### config.mk
export PLATFORM = sky130hd
export DESIGN_NAME = claw_game_sequencer
export DESIGN_NICKNAME = d
export VERILOG_FILES = /design/src/rtl/claw_game_sequencer.sv
export SDC_FILE = /design/constraint.sdc
export NUM_CORES = 1
export LEC_CHECK = 0
export CELL_PAD_IN_SITES_DETAIL_PLACEMENT = 0
export CELL_PAD_IN_SITES_GLOBAL_PLACEMENT = 2
export CORE_MARGIN = 5
export CORE_UTILIZATION = 40
export DETAILED_ROUTE_END_ITERATION = 10
export GPL_TIMING_DRIVEN = 1
export MAX_ROUTING_LAYER = met4
export PLACE_DENSITY_LB_ADDON = 0.15
export SLEW_MARGIN = 40
export SYNTH_ARGS = -nofsm -noshare
export SYNTH_HDL_FRONTEND = slang
export SYNTH_SLANG_ARGS = --single-unit
### constraint.sdc
create_clock -name CLK100MHZ -period 4.5 [get_ports CLK100MHZ]
set_input_delay 0.9 -clock CLK100MHZ [delete_from_list [all_inputs] [get_ports CLK100MHZ]]
set_output_delay 0.9 -clock CLK100MHZ [all_outputs]
set_load 0.005 [all_outputs]
### src/rtl/claw_game_sequencer.sv
// Purpose: top-level claw machine game FSM that runs one play cycle: start, timed joystick, drop, grip, lift, home, release.
// Latency: a panel press changes state 3 cycles after its falling edge (2-flop sync plus edge detect); every output is registered.
// Backpressure: none; this is a free-running control FSM, and presses that arrive outside the state that uses them are discarded.
// Ports: CLK100MHZ/rst_n are the clock and async active-low reset; start_n, drop_n, fwd, back, claw_up and home_n are
//   asynchronous panel and limit inputs; move_en/move_dir drive the stepper; drop_cmd/lift_cmd/grip_close drive the claw;
//   time_left holds the seconds left in PLAY, state_o the state code, game_over the end-of-game pulse, fault the fault flag.
module claw_game_sequencer #(
  parameter int TICK_DIV        = 100_000,
  parameter int GAME_SECONDS    = 30,
  parameter int DROP_MS         = 1500,
  parameter int GRIP_MS         = 500,
  parameter int LIFT_TIMEOUT_MS = 3000,
  parameter int HOME_TIMEOUT_MS = 8000,
  parameter int RELEASE_MS      = 1000
) (
  input  logic       CLK100MHZ,
  input  logic       rst_n,
  input  logic       start_n,
  input  logic       drop_n,
  input  logic       fwd,
  input  logic       back,
  input  logic       claw_up,
  input  logic       home_n,
  output logic       move_en,
  output logic       move_dir,
  output logic       drop_cmd,
  output logic       lift_cmd,
  output logic       grip_close,
  output logic [7:0] time_left,
  output logic [2:0] state_o,
  output logic       game_over,
  output logic       fault
);

  localparam int            TW           = (TICK_DIV > 1) ? $clog2(TICK_DIV) : 1;
  localparam logic [TW-1:0] TICK_LAST    = TW'(TICK_DIV - 1);
  localparam logic [15:0]   MS_WRAP      = 16'd999;
  localparam logic [15:0]   DROP_LAST    = 16'(DROP_MS - 1);
  localparam logic [15:0]   GRIP_LAST    = 16'(GRIP_MS - 1);
  localparam logic [15:0]   LIFT_LAST    = 16'(LIFT_TIMEOUT_MS - 1);
  localparam logic [15:0]   HOME_LAST    = 16'(HOME_TIMEOUT_MS - 1);
  localparam logic [15:0]   RELEASE_LAST = 16'(RELEASE_MS - 1);
  localparam logic [7:0]    GAME_LOAD    = 8'(GAME_SECONDS);

  typedef enum logic [2:0] {
    S_IDLE    = 3'd0,
    S_PLAY    = 3'd1,
    S_DROP    = 3'd2,
    S_GRIP    = 3'd3,
    S_LIFT    = 3'd4,
    S_HOME    = 3'd5,
    S_RELEASE = 3'd6,
    S_FAULT   = 3'd7
  } state_t;

  state_t state, state_nxt;

  // Synchronisers. The button chains carry one extra flop: it holds the
  // previous synchronised level, which the falling-edge detector needs.
  logic [2:0] start_sync, drop_sync;
  logic [1:0] fwd_sync, back_sync, up_sync, home_sync;
  logic       start_edge, drop_edge;
  logic       fwd_s, back_s, up_s, home_s;

  always_ff @(posedge CLK100MHZ or negedge rst_n) begin
    if (!rst_n) begin
      start_sync <= '0;
      drop_sync  <= '0;
      fwd_sync   <= '0;
      back_sync  <= '0;
      up_sync    <= '0;
      home_sync  <= '0;
    end else begin
      start_sync <= {start_sync[1:0], start_n};
      drop_sync  <= {drop_sync[1:0], drop_n};
      fwd_sync   <= {fwd_sync[0], fwd};
      back_sync  <= {back_sync[0], back};
      up_sync    <= {up_sync[0], claw_up};
      home_sync  <= {home_sync[0], home_n};
    end
  end

  assign start_edge = start_sync[2] & ~start_sync[1];
  assign drop_edge  = drop_sync[2] & ~drop_sync[1];
  assign fwd_s      = fwd_sync[1];
  assign back_s     = back_sync[1];
  assign up_s       = up_sync[1];
  assign home_s     = home_sync[1];

  // Millisecond timebase. Both counters restart on every state change, so
  // "tick && phase_ms == D-1" marks exactly D*TICK_DIV cycles in the phase.
  logic [TW-1:0] tick_cnt;
  logic [15:0]   phase_ms;
  logic          tick, sec_wrap;

  assign tick     = (tick_cnt == TICK_LAST);
  assign sec_wrap = (state == S_PLAY) && tick && (phase_ms == MS_WRAP);

  always_comb begin
    state_nxt = state;
    case (state)
      S_IDLE:    if (start_edge) state_nxt = S_PLAY;
      // A drop press and the last second expiring on the same edge both
      // point at DROP, so the phase is entered only once.
      S_PLAY:    if (drop_edge || (sec_wrap && time_left == 8'd1)) state_nxt = S_DROP;
      S_DROP:    if (tick && phase_ms == DROP_LAST) state_nxt = S_GRIP;
      S_GRIP:    if (tick && phase_ms == GRIP_LAST) state_nxt = S_LIFT;
      // The limit switch is tested first, so a claw_up that arrives on the timeout edge wins.
      S_LIFT: begin
        if (up_s)                                state_nxt = S_HOME;
        else if (tick && phase_ms == LIFT_LAST)  state_nxt = S_FAULT;
      end
      S_HOME: begin
        if (!home_s)                             state_nxt = S_RELEASE;
        else if (tick && phase_ms == HOME_LAST)  state_nxt = S_FAULT;
      end
      S_RELEASE: if (tick && phase_ms == RELEASE_LAST) state_nxt = S_IDLE;
      S_FAULT:   if (start_edge) state_nxt = S_IDLE;
      default:   state_nxt = S_IDLE;
    endcase
  end

  // Output values are decoded from the next state, so each registered output
  // changes on the same edge as the state it belongs to.
  logic       move_en_d, move_dir_d, drop_cmd_d, lift_cmd_d, grip_close_d;
  logic       game_over_d, fault_d;
  logic [7:0] time_left_d;

  always_comb begin
    move_en_d    = 1'b0;
    move_dir_d   = 1'b0;
    drop_cmd_d   = 1'b0;
    lift_cmd_d   = 1'b0;
    grip_close_d = 1'b0;
    fault_d      = 1'b0;
    game_over_d  = (state == S_RELEASE) && (state_nxt == S_IDLE);
    case (state_nxt)
      S_PLAY: begin
        // Moving backward is blocked once the carriage sits on its home stopper.
        move_en_d  = (fwd_s ^ back_s) & ~(back_s & ~home_s);
        move_dir_d = fwd_s;
      end
      S_DROP:  drop_cmd_d = 1'b1;
      S_GRIP:  grip_close_d = 1'b1;
      S_LIFT: begin
        lift_cmd_d   = 1'b1;
        grip_close_d = 1'b1;
      end
      S_HOME: begin
        move_en_d    = 1'b1;
        grip_close_d = 1'b1;
      end
      S_FAULT: fault_d = 1'b1;
      default: ;
    endcase

    if (state == S_IDLE && state_nxt == S_PLAY) time_left_d = GAME_LOAD;
    else if (state_nxt == S_IDLE)               time_left_d = 8'd0;
    else if (sec_wrap)                          time_left_d = time_left - 8'd1;
    else                                        time_left_d = time_left;
  end

  always_ff @(posedge CLK100MHZ or negedge rst_n) begin
    if (!rst_n) begin
      state      <= S_IDLE;
      tick_cnt   <= '0;
      phase_ms   <= '0;
      move_en    <= 1'b0;
      move_dir   <= 1'b0;
      drop_cmd   <= 1'b0;
      lift_cmd   <= 1'b0;
      grip_close <= 1'b0;
      time_left  <= 8'd0;
      game_over  <= 1'b0;
      fault      <= 1'b0;
    end else begin
      state <= state_nxt;
      if (state_nxt != state) begin
        tick_cnt <= '0;
        phase_ms <= '0;
      end else if (tick) begin
        tick_cnt <= '0;
        phase_ms <= sec_wrap ? 16'd0 : phase_ms + 16'd1;
      end else begin
        tick_cnt <= tick_cnt + TW'(1);
      end
      move_en    <= move_en_d;
      move_dir   <= move_dir_d;
      drop_cmd   <= drop_cmd_d;
      lift_cmd   <= lift_cmd_d;
      grip_close <= grip_close_d;
      time_left  <= time_left_d;
      game_over  <= game_over_d;
      fault      <= fault_d;
    end
  end

  assign state_o = state;

endmodule

==> results of run 1 <==
[cell usage after synthesis, types with 3 or more instances]
cell type / count / area, sq um
o21ai_0: 3 / 15.0
or4bb_1: 3 / 33.8
or3_1: 3 / 18.8
xnor2_1: 16 / 140
nor3_1: 21 / 105
nand3_1: 15 / 75.1
nand2_1: 29 / 109
xor2_1: 18 / 158
nand4b_1: 3 / 26.3
nor2_1: 42 / 158
dfrtp_1: 65 / 1630
a21oi_1: 8 / 40.0
inv_1: 10 / 37.5
nand4_1: 11 / 68.8
buf_2: 4 / 20.0
nor4_1: 8 / 50.1
nor2b_1: 3 / 18.8
o211ai_1: 3 / 22.5
clkbuf_1: 8 / 30.0
ha_1: 4 / 50.1
nor4b_1: 3 / 26.3
nor3_2: 4 / 40.0
and3_1: 5 / 31.3
or2_2: 3 / 18.8
or4_1: 3 / 22.5
and4_1: 5 / 43.8
[placed cells by master (no fill, tap or decap), drive strengths merged, types with 4 or more instances in the layout]
| cell | instances |
|---|---|
| a21oi | 9 |
| and3 | 5 |
| and4 | 5 |
| buf | 4 |
| clkbuf | 9 |
| clkdlybuf4s50 | 24 |
| dfrtp | 65 |
| ha | 4 |
| inv | 11 |
| nand2 | 29 |
| nand3 | 15 |
| nand4 | 11 |
| nor2 | 42 |
| nor3 | 26 |
| nor4 | 9 |
| xnor2 | 16 |
| xor2 | 18 |
[power breakdown]
group	switching, W	total, W	internal [W]
Combinational	0.000265	0.000450	0.000185
Sequential	0.0000673	0.000704	0.000637
Clock	0.000233	0.000602	0.000369
[layout make-up]
class,instances,area [sq um]
Clock buffer,9,124
Clock inverter,7,118
Fill cell,793,4250
Inverter,10,37.5
Multi-Input combinational cell,245,1610
Sequential cell,65,1630
Tap cell,105,131
Timing Repair Buffer,28,278
[how the worst min path moves through the flow]
stage                  startpoint            end  slack [ps]  cells after the start
floorplan            back_sync[0]   back_sync[1]         330                      0
global route         back_sync[0]   back_sync[1]         360                      0
global placement     home_sync[0]   home_sync[1]         330                      0
detailed placement  start_sync[0]  start_sync[1]         340                      0
CTS                  back_sync[0]   back_sync[1]         350                      0
finish               back_sync[0]   back_sync[1]         340                      0
[routing by layer]
| layer | track usage (%) | up-vias | share of wire, % |
|---|---|---|---|
| met3 | 3.51 | 8 | 3.3 |
| met2 | 25.9 | 56 | 47 |
| met4 | 4.70 | 0 | 1.1 |
| li1 | - | 1235 | - |
| met5 | - | - | 0 |
| met1 | 22.9 | 1236 | 48 |
[logic make-up after synthesis]
| kind of cell | count (synthesis) | synth area share, % |
|---|---|---|
| multiplexers | 1 | 0.300 |
| flip-flops | 65 | 48.8 |
| XOR/XNOR | 34 | 8.94 |
| AND/OR/NAND/NOR | 180 | 31.3 |
| buffers and inverters | 23 | 2.97 |
| AO/OA/AOI/OAI | 26 | 6.16 |
| adder cells (fa/ha/maj) | 4 | 1.50 |
[worst max-delay path, stage by stage, from the launching register on]
cell       delay [ps]
dfrtp_1           460
or4b_1            550
or4_1             700
nor4_4            380
a21o_2            220
nand2_1            90
o2bb2ai_4         490
buf_8             230
nor3_1             70
[stage by stage]
step	util (%)	instance area (sq um)	power, W	hold slack [ps]
finish	48.0	3930	0.00176	339
global route	48.0	3930	0.00187	357
CTS	48.0	3930	0.00178	347
detailed placement	45.1	3680	0.00117	336
global placement	44.9	3670	0.00115	333
floorplan	-	3330	0.000994	331
[state kept, by name, indices dropped and copies added (netlist names)]
register,flops
tick_cnt,17
grip_close,1
phase_ms,16
move_en,1
start_sync,3
lift_cmd,1
drop_cmd,1
fwd_sync,2
fault,1
time_left,8
drop_sync,3
back_sync,2
state_o,3
move_dir,1
game_over,1
home_sync,2
up_sync,2
==> flow_summary.yaml, run 1 <==
cells_and_area:
  n_antenna_cell: 0
  area_delta_synth_final_pct: 17.9
  drive_gt1_share_pct: 10.7
  final_nets: 371
  final_cell_count_no_fill: 469
timing:
  period_minus_slack_ps: 3350
  rsz0062_at_grt: "no"
  finClkSkew_ps: 11.1
  worst_pin_slew_ps: 604
  period_share_pct: 74.4
  drv_slew: 0
  worst_slack_ps: 1150
  fmax_ghz: 0.299
  final-hold-violation-count: 0
  fin_tns_setup_ps: 0
  setup_viol: 0
  slew_headroom_pct: 59.4
power:
  max-vdd-ir-drop_mv: 0.244
  p_per_area_mw_per_mm2: 447
  p_leak_nw: 1.60
cts:
  clk_pin_slew_worst_paths_ps: 80
  numClockSinks: 65
  cts_setup_buffers: 0
  cts-root-buf: "clkbuf_8"
  postCtsHoldBufs: 0
  cts.path.max_buffers: 2
  cts.repair.resized: 0
  numCtsBuffers: 9
  htree_levels: 3
  cts_tree: "yes"
  clk_latency_ps: 340
synth:
  synthCells: 333
  ys_seq_area_share_pct: 48.8
  synth-edff-count: 0
  ys_types: 55
  synthFlopType: "dfrtp_1"
  synth_nets: 345
  yosys_warnings: 0
  synth_area_sq_mm: 0.00333
  synth-async-reset-ratio_pct: 100
  avgSynthCellArea_sq_um: 10.0
  ys_ff_latch: 65
global_routing:
  grt_pass1_vias: 2623
  gr-usage-all-layers_pct: 16.9
  grt_first_pass_wirelength_um: 13300
  grt_max_degree: 36
  overflow: 0
  antenna_found_initial: 0
drt:
  drtIter0Drc: 87
  post_drt_wl_per_cell_um: 16.1
  first_pass_iters: 4
  viasPerCell: 5.41
  dr_total_vias: 2535
  drt-total-wl_um: 7540
  drc: 0
  antenna_left: 0
worst_setup_path:
  crit_type: "reg2reg"
  cp-start-kind: "flop"
  rrSetupSlack_ps: 1150
  end_kind: "flop"
  r2r.worst_path.cells: 8
  crit_arrival_ps: 3540
  crit_end: "phase_ms[1]"
  required_ps: 4700
  r2r-start: "tick_cnt[11]"
  reg2reg_to: "phase_ms[1]"
  cp_max_fo: 18
  startpoint: "tick_cnt[11]"
placement:
  dp_hpwl_um: 5400
  io_buffers: 25
  dp.cells: 453
  pre_cts_ws_ps: 1150
  place_congestion: 0.855
floorplan:
  row_count: 33
  initial_core_util_pct: 40.8
  io_pins: 26
  die_x_um: 101
  die_height_um: 101
  core_sq_mm: 0.00818
  die_area_sq_mm: 0.0103
run:
  maxCapViolations: 0
outcome:
  status: "finished clean"
worst_hold_path:
  hold_class: "reg2reg"
(Power assumes the default switching activity.)
==> inputs of run 2 (changes only) <==
--- a/config.mk
+++ b/config.mk
@@ -8,7 +8,7 @@
 export CELL_PAD_IN_SITES_DETAIL_PLACEMENT = 0
 export CELL_PAD_IN_SITES_GLOBAL_PLACEMENT = 2
 export CORE_MARGIN = 5
-export CORE_UTILIZATION = 40
+export CORE_UTILIZATION = 38
 export DETAILED_ROUTE_END_ITERATION = 10
 export GPL_TIMING_DRIVEN = 1
 export MAX_ROUTING_LAYER = met4
==> constraint.sdc (replaced) <==
create_clock -name CLK100MHZ -period 3.3 [get_ports CLK100MHZ]
set_input_delay 0.66 -clock CLK100MHZ [delete_from_list [all_inputs] [get_ports CLK100MHZ]]
set_output_delay 0.66 -clock CLK100MHZ [all_outputs]
set_load 0.005 [all_outputs]
==> run 2 against run 1 <==
Effect of this change: combinational power rose by 48%; cell count grew 2.3%; sequential power is 37% higher; sequential share of layout area fell by 1.0 points; clock power increased by 41%; flip-flop and latch count did not move; first-iteration DRC count fell by 4.6%; largest cell class unchanged.
==> flow_summary.yaml, run 2 (synthesis gave the netlist of run 1 again) <==
timing:
  drv_slew: 0
  final-hold-violation-count: 0
  fmax_ghz: 0.325
  holdWs_ps: 305
  period_minus_slack_ps: 3080
  finClkSkew_ps: 9.57
  worst_pin_slew_ps: 621
  fin_tns_setup_ps: 0
  period_share_pct: 93.4
  rsz0062_at_grt: "no"
  slew_headroom_pct: 58.3
  setup_viol: 0
cts:
  clk_pin_slew_worst_paths_ps: 80
  numCtsBuffers: 9
  cts.repair.resized: 0
  cts.path.max_buffers: 2
  clk_latency_ps: 350
  postCtsHoldBufs: 0
  cts_setup_buffers: 0
  numClockSinks: 65
  htree_levels: 3
  cts_tree: "yes"
  cts-root-buf: "clkbuf_8"
worst_hold_path:
  hold_class: "in2async"
cells_and_area:
  top_register: "tick_cnt"
  layout_commonest_cell: "dfrtp_1"
  largest_register_ffs: 17
  top_regs: "tick_cnt (17), phase_ms (16), time_left (8)"
  drive_gt1_share_pct: 12.6
  final_cell_count_no_fill: 480
  n_antenna_cell: 0
  final_cell_mix: "dfrtp_1 (65), nor2_1 (42), nand2_1 (29)"
  area_delta_synth_final_pct: 20.9
  final_nets: 379
  n_fill_cell: 826
outcome:
  status: "finished clean"
worst_setup_path:
  rrSetupSlack_ps: 220
  end_kind: "flop"
  r2r-start: "tick_cnt[0]"
  required_ps: 3580
  cp_max_fo: 9
  crit_type: "reg2reg"
  cp-start-kind: "flop"
  reg2reg_to: "game_over"
  r2r.worst_path.cells: 9
  crit_arrival_ps: 3360
global_routing:
  grt_first_pass_wirelength_um: 13700
  overflow: 0
  grt_pass1_vias: 2641
  antenna_found_initial: 0
  grt_max_degree: 66
  gr-usage-all-layers_pct: 16.2
drt:
  antenna_left: 0
  drtIter0Drc: 83
  drc: 0
  viasPerCell: 5.43
  post_drt_wl_per_cell_um: 16.6
  drt-total-wl_um: 7960
  dr_total_vias: 2604
  first_pass_iters: 4
floorplan:
  core_sq_mm: 0.00864
  die_x_um: 104
  initial_core_util_pct: 38.6
  io_pins: 26
  die_area_sq_mm: 0.0107
  row_count: 34
  die_height_um: 104
run:
  maxCapViolations: 0
placement:
  place_congestion: 0.816
  dp.cells: 464
  io_buffers: 25
  dp_hpwl_um: 5580
power:
  p_leak_nw: 1.65
  max-vdd-ir-drop_mv: 0.260
  total_power_w: 0.00248
  p_per_area_mw_per_mm2: 615
run 2: worst max-delay path by stage:
stage	to	start
finish	game_over	tick_cnt[0]
global route	game_over	tick_cnt[5]
CTS	game_over	tick_cnt[0]
detailed placement	game_over	tick_cnt[0]
global placement	game_over	tick_cnt[0]
floorplan	phase_ms[1]	tick_cnt[11]
run 2: per-layer routing:
layer | vias up | global-route usage, % | wire length, um
li1 | 1251 | - | -
met1 | 1289 | 21.0 | 3740
met2 | 48 | 24.9 | 3830
met3 | 16 | 2.80 | 225
met4 | 0 | 7.03 | 167
met5 | - | - | 0
run 2: metrics by stage:
| step | setup slack [ps] | area (sq um) | util (%) |
|---|---|---|---|
| 6_report | 219 | 4030 | 46.7 |
| 5_1_grt | 35.5 | 4030 | 46.7 |
| 4_1_cts | 241 | 4030 | 46.7 |
| 3_5_place_dp | 255 | 3780 | 43.7 |
| 3_3_place_gp | 290 | 3780 | 43.7 |
| 2_1_floorplan | 546 | 3330 | - |
run 2: critical path, stage by stage (launching register included):
cell      delay [ps]
dfrtp_1          390
ha_1             230
and4_1           350
and4_1           310
nand2_1          150
o311a_1          350
a211oi_1         420
inv_1            180
nor3_4           410
nor3b_2          220
run 2: where the power goes:
part,switching (W),internal (W)
Combinational,0.000361,0.000305
Sequential,0.0000939,0.000868
Clock,0.000339,0.000510
run 2: final cells by class:
type | count | area [sq um] | share of cell area (%)
Sequential cell | 65 | 1630 | 40.4
Multi-Input combinational cell | 245 | 1610 | 40.0
Timing Repair Buffer | 36 | 365 | 9.07
Tap cell | 108 | 135 | 3.35
Clock inverter | 7 | 128 | 3.17
Clock buffer | 9 | 124 | 3.07
Inverter | 10 | 37.5 | 0.932
